==> src/rtl/dvp_pattern_source_pkg.sv <==
// Shared definitions for the DVP test-pattern source: FSM state encoding,
// pattern_sel encoding and the colour-bar word table.
package dvp_pattern_source_pkg;

  localparam logic [2:0] ST_IDLE   = 3'd0;
  localparam logic [2:0] ST_VSYNC  = 3'd1;
  localparam logic [2:0] ST_VBACK  = 3'd2;
  localparam logic [2:0] ST_ACTIVE = 3'd3;
  localparam logic [2:0] ST_VFRONT = 3'd4;

  localparam logic [1:0] PAT_BARS    = 2'd0;
  localparam logic [1:0] PAT_RAMP    = 2'd1;
  localparam logic [1:0] PAT_SOLID   = 2'd2;
  localparam logic [1:0] PAT_CHECKER = 2'd3;

  // RGB565 words with red in [4:0], green in [10:5], blue in [15:11].
  function automatic logic [15:0] bar_word(input logic [2:0] idx);
    case (idx)
      3'd0:    bar_word = 16'hFFFF;
      3'd1:    bar_word = 16'h07FF;
      3'd2:    bar_word = 16'hFFE0;
      3'd3:    bar_word = 16'h07E0;
      3'd4:    bar_word = 16'hF81F;
      3'd5:    bar_word = 16'h001F;
      3'd6:    bar_word = 16'hF800;
      3'd7:    bar_word = 16'h0000;
      default: bar_word = 16'h0000;
    endcase
  endfunction

endpackage

==> src/rtl/dvp_pattern_source_gen.sv <==
// Combinational pixel-word generator: maps (x, y, pattern, frame_cnt) to an
// RGB565 word; the timing FSM owns registering and byte selection.
module dvp_pattern_gen
  import dvp_pattern_source_pkg::*;
#(
  parameter int H_ACTIVE = 1280
) (
  input  logic [11:0] x,
  input  logic [11:0] y,
  input  logic [1:0]  pattern,
  input  logic [7:0]  frame_cnt,
  output logic [15:0] word
);

  localparam int BAR_W = H_ACTIVE / 8;

  logic [2:0] bar_idx;
  // Only y[3] selects the checker phase; the rest of y is intentionally unused.
  logic       unused_y;

  assign unused_y = ^{y[11:4], y[2:0]};

  // Select the word for the held pattern.
  always_comb begin
    bar_idx = 3'(x / 12'(BAR_W));
    case (pattern)
      PAT_BARS:    word = bar_word(bar_idx);
      PAT_RAMP:    word = {4'h0, x};
      PAT_SOLID:   word = {frame_cnt, frame_cnt};
      PAT_CHECKER: word = (x[3] ^ y[3]) ? 16'hFFFF : 16'h0000;
      default:     word = 16'h0000;
    endcase
  end

endmodule

==> src/rtl/dvp_pattern_source.sv <==
// OV5640-style DVP pattern source: frame/line timing FSM with registered
// vsync/href/data outputs driven from the next-cycle state.
module dvp_pattern_source
  import dvp_pattern_source_pkg::*;
#(
  parameter int H_ACTIVE  = 1280,
  parameter int V_ACTIVE  = 720,
  parameter int H_BLANK   = 64,
  parameter int VSYNC_LEN = 4,
  parameter int V_BACK    = 8,
  parameter int V_FRONT   = 4
) (
  input  logic       clk,
  input  logic       rest_n,
  input  logic       enable,
  input  logic [1:0] pattern_sel,
  output logic       dvp_vsync,
  output logic       dvp_href,
  output logic [7:0] dvp_data,
  output logic       frame_start,
  output logic [7:0] frame_cnt
);

  localparam int L     = 2 * H_ACTIVE + H_BLANK;
  localparam int BYTES = 2 * H_ACTIVE;
  localparam int HW    = $clog2(L + 1);
  localparam int VW    = 16;

  logic [2:0]    state;
  logic [2:0]    next_state;
  logic [HW-1:0] hcnt;
  logic [HW-1:0] next_hcnt;
  logic [VW-1:0] vcnt;
  logic [VW-1:0] next_vcnt;
  logic [VW-1:0] phase_last;
  logic [1:0]    frame_pattern;
  logic          frame_done;
  logic          entering_vsync;
  logic          byte_phase;
  logic [15:0]   word;

  // Last line index of the current vertical phase.
  always_comb begin
    case (state)
      ST_VSYNC:  phase_last = VW'(VSYNC_LEN - 1);
      ST_VBACK:  phase_last = VW'((V_BACK > 0) ? V_BACK - 1 : 0);
      ST_ACTIVE: phase_last = VW'(V_ACTIVE - 1);
      ST_VFRONT: phase_last = VW'((V_FRONT > 0) ? V_FRONT - 1 : 0);
      default:   phase_last = '0;
    endcase
  end

  // Next state and position; a frame ends on the last cycle of VFRONT (or ACTIVE).
  always_comb begin
    next_state = state;
    next_hcnt  = hcnt;
    next_vcnt  = vcnt;
    frame_done = 1'b0;
    case (state)
      ST_IDLE: begin
        next_hcnt = '0;
        next_vcnt = '0;
        if (enable) begin
          next_state = ST_VSYNC;
        end else begin
          next_state = ST_IDLE;
        end
      end
      ST_VSYNC, ST_VBACK, ST_ACTIVE, ST_VFRONT: begin
        if (hcnt == HW'(L - 1)) begin
          next_hcnt = '0;
          if (vcnt == phase_last) begin
            next_vcnt = '0;
            case (state)
              ST_VSYNC:  next_state = (V_BACK > 0) ? ST_VBACK : ST_ACTIVE;
              ST_VBACK:  next_state = ST_ACTIVE;
              ST_ACTIVE: begin
                if (V_FRONT > 0) begin
                  next_state = ST_VFRONT;
                end else begin
                  frame_done = 1'b1;
                end
              end
              ST_VFRONT: frame_done = 1'b1;
              default:   next_state = ST_IDLE;
            endcase
            if (frame_done) begin
              next_state = enable ? ST_VSYNC : ST_IDLE;
            end else begin
              next_state = next_state;
            end
          end else begin
            next_vcnt = vcnt + VW'(1);
          end
        end else begin
          next_hcnt = hcnt + HW'(1);
        end
      end
      default: begin
        next_state = ST_IDLE;
        next_hcnt  = '0;
        next_vcnt  = '0;
      end
    endcase
  end

  // Decode of the upcoming cycle drives the registered outputs.
  always_comb begin
    entering_vsync = (next_state == ST_VSYNC) && (state != ST_VSYNC);
    byte_phase     = (next_state == ST_ACTIVE) && (next_hcnt < HW'(BYTES));
  end

  dvp_pattern_gen #(
    .H_ACTIVE (H_ACTIVE)
  ) u_gen (
    .x         (12'(next_hcnt >> 1)),
    .y         (12'(next_vcnt)),
    .pattern   (frame_pattern),
    .frame_cnt (frame_cnt),
    .word      (word)
  );

  // State, counters and registered DVP outputs.
  always_ff @(posedge clk) begin
    if (!rest_n) begin
      state         <= ST_IDLE;
      hcnt          <= '0;
      vcnt          <= '0;
      frame_pattern <= PAT_BARS;
      frame_cnt     <= 8'h00;
      frame_start   <= 1'b0;
      dvp_vsync     <= 1'b0;
      dvp_href      <= 1'b0;
      dvp_data      <= 8'h00;
    end else begin
      state       <= next_state;
      hcnt        <= next_hcnt;
      vcnt        <= next_vcnt;
      frame_start <= entering_vsync;
      dvp_vsync   <= (next_state == ST_VSYNC);
      dvp_href    <= byte_phase;
      dvp_data    <= byte_phase ? (next_hcnt[0] ? word[7:0] : word[15:8]) : 8'h00;
      if (entering_vsync) begin
        frame_pattern <= pattern_sel;
      end
      if (frame_done) begin
        frame_cnt <= frame_cnt + 8'd1;
      end
    end
  end

endmodule
==> config.mk <==
export PLATFORM = sky130hd
export DESIGN_NAME = dvp_pattern_source
export DESIGN_NICKNAME = d
export VERILOG_FILES = /design/src/rtl/dvp_pattern_source_pkg.sv /design/src/rtl/dvp_pattern_source_gen.sv /design/src/rtl/dvp_pattern_source.sv
export SDC_FILE = /design/constraint.sdc
export NUM_CORES = 1
export LEC_CHECK = 0
export BUFFER_PORTS_ARGS = -buffer_cell sky130_fd_sc_hd__buf_2
export CAP_MARGIN = 25
export CELL_PAD_IN_SITES_DETAIL_PLACEMENT = 1
export CELL_PAD_IN_SITES_GLOBAL_PLACEMENT = 2
export CORE_ASPECT_RATIO = 1.75
export CORE_MARGIN = 1.5
export CORE_UTILIZATION = 40
export CTS_BUF_LIST = sky130_fd_sc_hd__clkbuf_8
export DETAILED_ROUTE_END_ITERATION = 16
export PLACE_DENSITY_LB_ADDON = 0.12
export REMOVE_ABC_BUFFERS = 1
export SLEW_MARGIN = 0
export SYNTH_ARGS = -nofsm -noshare
export SYNTH_HDL_FRONTEND = slang
export SYNTH_HIERARCHICAL = 1
export SYNTH_SLANG_ARGS = --single-unit
==> constraint.sdc <==
create_clock -name clk -period 6.2 [get_ports clk]
set_clock_uncertainty 0.15 [all_clocks]
set_input_delay 0.93 -clock clk [delete_from_list [all_inputs] [get_ports clk]]
set_output_delay 0.93 -clock clk [all_outputs]
set_load 0.005 [all_outputs]
==> results.md, run 1 <==
* Core area at about 8400 µm²
* Vias in the first global route at 3324
* DRC viols at 0
* Reg2Reg Setup Slack at 1750 ps
* Critical Path RT at 6290 ps
* Starting density of the core at between 40% and 50%
* Crit-path max FO at 23
* Clock tree root buffer cell: clkbuf_8
* Final setup fails at 0
* CTS buffer count at 5
* CP Cell Sequence: ha_1 -> nand3_1 -> or4_1 -> nand2_1 -> nor2_1 -> nor2b_1 -> a211oi_1 -> o221a_4 -> o221ai_2 -> o311ai_1 -> mux2i_1 -> nor3_2
* CTS tree: built
* Top-Level Pins at 24
* Unrepaired setup endpoints after global routing: no
* Inserted Diodes at 0
* Clock latency at the later pin of the worst-skew pair at 310 ps
* DRT Wirelength at between 9000 and 10000 µm
* Sort of element at the end of the critical path: flop
* Mapped Area at 3480 µm²
* Post-DR wirelength/cell at between 15 and 20 µm
* Startpoint types: flop
* Fin worst setup slack at 1750 ps
* Rel. slew slack at 33.4%
* 1st-iter DRT viols at 105
* H-tree depth at 2
* Nets@finish at roughly 450
* GRT Overall Usage at 22.1%
* Layout cell share with drive strength beyond 1 at 12.2%
* Synthesis warning total at 6
* First-pass GRT wire length at ~16000 µm
* Critical path's slowest cell: or4_1
* Maxcap violations at 0
* Crit Path Class: reg2reg
* Die area at 9290 µm²
* Congestion Overflow GR at 0
* Initial antenna violation count at 0
* Largest net degree at the start of global routing at 26
* Post-CTS sizing at 0
* Max stage delay on crit path at 680 ps
* Critical path arrival at 4540 ps
* Avg Synthesized Cell Area at 7.98 µm²
* Die X at 73.5 µm
* HP Class: reg2reg
* GPL Wtd Cong at 0.871
* Post-DP HPWL at 7320 µm
* Worst Tran Pin Value at 995 ps
* Fillers at approximately 1100
* Worst-path clk slew at 90 ps
* Pwr Density at 166 nW/µm²
* CTS max path bufs at 2
* DR vias at around 3100
* Post-CTS Hold Fix Bufs at 0
* Period utilisation layout at 71.7%
* DRT antenna net count at 0
* Cells after Synth at about 440
* Status: complete, no violations
* Post-CTS setup buffers at 0
* Place WS at 1780 ps
* Via/cell ratio at ~5.6
* Clk sink count at between 50 and 60
* Lkg Pwr at 1.30 nW
* DR pass1 iterations at 4
* Max-slew violations at 0
* Final TNS setup at 0 ps
* Worst vdd ir at 129 µV
* Final Hold Viols at 0
* IO buf count at 23
* Die height at 126 µm
* # rows at 44
* Final min period at 4450 ps
* Layout Area Growth over Synthesis at 6.44%
* Max Clock Freq at 0.225 GHz
==> per-layer routing <==
layer  GRT usage (%)  routed length [µm]  vias to the layer above
met2            42.3                5490                       26
met4            9.69                 314                        0
met5               0                   0                        -
met1            23.0                3650                     1532
met3            2.38                 130                       17
li1                -                   -                     1548
==> through the flow <==
stage               cell area, µm²  utilization [%]  hold slack [ps]  std cells  total power [mW]
floorplan                     3340                -              323        408             0.402
global placement              3610             43.2              335        548             0.419
finish                        3700             44.2              371        556             0.615
CTS                           3700             44.2              372        556             0.624
global route                  3700             44.2              413        556             0.642
detailed placement            3610             43.2              361        548             0.421
==> final timing paths <==
path,end,cells after the start,startpoint
worst max-delay path,dvp_data[3],12,hcnt[0]
worst min-delay path,hcnt[0],1,hcnt[0]
worst min register to register,hcnt[0],1,hcnt[0]
worst max register to register,dvp_data[3],12,hcnt[0]
==> critical path: cells and delay by family (launching register included) <==
| family | cells | cell delay [ps] |
|---|---|---|
| flops | 1 | 400 |
| mux | 1 | 130 |
| compound gates | 4 | 1130 |
| fa+ha+maj | 1 | 220 |
| simple gates | 6 | 2350 |
==> cell usage in the layout, fill, tap and decap left out, types with 3 or more instances in the layout <==
cell type / n
buf_2: 23
xnor2_1: 18
ha_1: 3
and4_1: 4
mux2i_1: 14
o21a_1: 7
clkbuf_8: 6
o31ai_1: 7
xor2_1: 14
nand3_1: 18
nor4_1: 7
o21ai_0: 10
a211oi_1: 5
nor2b_1: 9
nor3_1: 22
a21oi_1: 21
and3_1: 4
nand2b_1: 17
nand2_1: 27
and2_1: 4
nor2_1: 59
or3_1: 5
dfxtp_1: 52
nor3_2: 8
inv_1: 16
nand4_1: 9
==> power by group <==
| group | switching (mW) | total, mW | internal, mW |
|---|---|---|---|
| Combinational | 0.0414 | 0.0689 | 0.0275 |
| Clock | 0.114 | 0.202 | 0.0882 |
| Sequential | 0.00755 | 0.344 | 0.337 |
==> layout make-up <==
type	count	area [µm²]	area share (%)
Tap cell	115	144	3.89
Multi-Input combinational cell	342	2240	60.6
Timing Repair Buffer	25	130	3.51
Clock inverter	2	7.51	0.203
Sequential cell	52	1040	28.1
Clock buffer	6	82.6	2.23
Inverter	14	52.6	1.42
==> registers in the layout (all words and copies together), names as in the netlist <==
signal / flops
frame_pattern: 2
frame_start: 1
dvp_data: 8
state: 3
hcnt: 12
dvp_href: 1
frame_cnt: 8
vcnt: 16
dvp_vsync: 1
Power figures use the tool's default switching activity.
==> run 2: changes to the inputs <==
--- a/config.mk
+++ b/config.mk
@@ -11,7 +11,7 @@
 export CELL_PAD_IN_SITES_GLOBAL_PLACEMENT = 2
 export CORE_ASPECT_RATIO = 1.75
 export CORE_MARGIN = 1.5
-export CORE_UTILIZATION = 40
+export CORE_UTILIZATION = 38
 export CTS_BUF_LIST = sky130_fd_sc_hd__clkbuf_8
 export DETAILED_ROUTE_END_ITERATION = 16
 export PLACE_DENSITY_LB_ADDON = 0.12
==> constraint.sdc (replaced) <==
create_clock -name clk -period 4.3 [get_ports clk]
set_clock_uncertainty 0.15 [all_clocks]
set_input_delay 0.645 -clock clk [delete_from_list [all_inputs] [get_ports clk]]
set_output_delay 0.645 -clock clk [all_outputs]
set_load 0.005 [all_outputs]
==> results.md, run 2 (synthesis results as in run 1) <==
* Status: complete, no violations
* Top-Level Pins at 24 (unchanged)
* CTS max path bufs at 2 (unchanged)
* Clock tree root buffer cell: clkbuf_8
* Die X at 75.3 µm (+2.5%)
* DRT antenna net count at 0 (unchanged)
* Fin worst setup slack at 423 ps (-1330 ps)
* Maxcap violations at 0 (unchanged)
* GPL Wtd Cong at 0.859 (-1.4%)
* Fillers at 1166 (+8.8%)
* Crit-path max FO at 11 (-52%)
* Tot Pwr at 969 µW (+58%)
* CTS tree: built
* Hold wc startpoint: hcnt[0]
* Hold EP: hcnt[0]
* Worst vdd ir at 149 µV (+15%)
* Congestion Overflow GR at 0 (unchanged)
* H-tree depth at 2 (unchanged)
* NetSw at 237 µW (+46%)
* Clock latency at the later pin of the worst-skew pair at 310 ps (about the same)
* IO buf count at 23 (unchanged)
* Placed cell area at 3680 µm² (+1.8%)
* Layout cell share with drive strength beyond 1 at 14.5% (+2.2 points)
* Worst Hold Slack at 394 ps (+23.6 ps)
* Largest Register: vcnt
* Worst r2r src: hcnt[0]
* Place WS at 345 ps (-1430 ps)
* Cells after DPL at 561 (+2.4%)
* Post-DR wirelength/cell at 17.2 µm (-0.29%)
* Int Power at 732 µW (+62%)
* Max stage delay on crit path at 450 ps (-230 ps)
* Die height at 130 µm (+2.5%)
* Buf/Inv on CP at 0 (unchanged)
* Post-CTS setup buffers at 0 (unchanged)
* Finished Cell Area at 3810 µm² (+2.9%)
* Period utilisation layout at 90.2% (+18 points)
* Top flop regs: vcnt: 16 flops, hcnt: 12 flops
* DRT Wirelength at 9780 µm (+2.0%)
* Final setup fails at 0 (unchanged)
* HP Class: reg2reg
* Final Hold Viols at 0 (unchanged)
* Critical path's slowest cell: nor2_1
* Core area at 8980 µm² (+7.3%)
* DR vias at 3125 (+0.064%)
* Final TNS setup at 0 ps (unchanged)
* Via/cell ratio at 5.49 (-2.2%)
* 1st-iter DRT viols at 106 (+0.95%)
* Most frequent cells in the layout: 59 x nor2_1, 52 x dfxtp_1, 26 x nand2_1
* Post-CTS Hold Fix Bufs at 0 (unchanged)
* Crit Path Class: reg2reg
* Max-slew violations at 0 (unchanged)
* DR pass1 iterations at 4 (unchanged)
* Max Clock Freq at 0.258 GHz (+15%)
* Worst Tran Pin Value at 889 ps (-105 ps)
* GRT Overall Usage at 21.6% (-0.47 points)
* Final min period at 3880 ps (-570 ps)
* Nets@finish at 456 (+1.8%)
* Vias in the first global route at 3326 (+0.060%)
* # rows at 46 (+4.5%)
* Startpoint types: flop
* Lkg Pwr at 1.35 nW (+3.9%)
* CP Cell Sequence: ha_1 -> nand3_1 -> nor3_1 -> and3_1 -> xnor2_1 -> nor2_1 -> nor4bb_1 -> a211oi_1 -> o221a_4 -> nor4_4 -> o311ai_1 -> mux2i_1 -> nor3_2
* Initial antenna violation count at 0 (unchanged)
* Worst-path clk slew at 90 ps (about the same)
* Final core utilization at 42.4% (-1.8 points)
* Clk sink count at 52 (unchanged)
* Post-CTS sizing at 0 (unchanged)
* Hold depth at 1 (unchanged)
* Post-DP HPWL at 7510 µm (+2.6%)
* Sort of element at the end of the critical path: flop
* Commonest non-fill, non-tap cell in the layout: nor2_1
* Pwr Density at 255 nW/µm² (+53%)
* Comb pwr share at 10.7% (-0.5 points)
* Reg2Reg Setup Slack at 420 ps (-1330 ps)
* Die area at 9760 µm² (+5.1%)
* Clock group share of total power at 38.2% (+5.3 points)
* Fin cells at 569 (+2.3%)
* Family with the most delay on the worst path: simple AND/OR/NAND/NOR gates
* DRC viols at 0 (unchanged)
* Unrepaired setup endpoints after global routing: no
* R2r endpoint: dvp_data[3]
* Sequential Power Share at 51.0% (-4.9 points)
* Layout Area Growth over Synthesis at 9.50%
* Critical path arrival at 3920 ps (-620 ps)
* Rel. slew slack at 40.5% (+7.1 points)
* Critical Path RT at 4340 ps (-1950 ps)
* Number of flip-flops in the largest register at 16 (unchanged)
* Starting density of the core at 38.7% (-2.8 points)
* Largest net degree at the start of global routing at 26 (unchanged)
* First-pass GRT wire length at 16200 µm (+0.98%)
* Net switching fraction of the power at 24.5% (-2.0 points)
* R2R cell count at 13 (+1)
* Inserted Diodes at 0 (unchanged)
* CTS buffer count at 5 (unchanged)
-- run 2: power by group through the flow --
stage | Sequential [mW] | Combinational, mW | Clock, mW
after global routing | 0.496 | 0.117 | 0.400
after detailed placement | 0.506 | 0.104 | 0
final | 0.495 | 0.104 | 0.371
after floorplan | 0.504 | 0.0758 | 0
after global placement | 0.506 | 0.103 | 0
after CTS | 0.495 | 0.105 | 0.386
-- run 2: worst max-delay path by stage --
stage	end	slack (ps)	depth (start not counted)	start
finish	dvp_data[3]	420	13	hcnt[0]
floorplan	dvp_data[3]	450	12	hcnt[0]
global route	dvp_data[0]	40	13	hcnt[0]
global placement	dvp_data[0]	320	14	hcnt[0]
detailed placement	dvp_data[0]	340	14	hcnt[0]
CTS	dvp_data[0]	320	13	hcnt[9]
-- run 2: area by class of cell --
| class | instances | area [µm²] | area share [%] |
|---|---|---|---|
| clock inverters | 1 | 30.0 | 0.788 |
| multi-input cells | 342 | 2250 | 59.0 |
| well taps | 120 | 150 | 3.94 |
| repair buffers | 33 | 190 | 4.99 |
| inverters | 14 | 52.6 | 1.38 |
| flip-flops and latches | 52 | 1040 | 27.3 |
| clock buffers | 7 | 96.3 | 2.53 |
-- run 2: per-layer routing --
layer  GRT usage [%]  share of wire, %
met3            2.41               1.1
met4            8.19               2.5
met5               0                 0
met2            42.3                58
met1            22.3                39
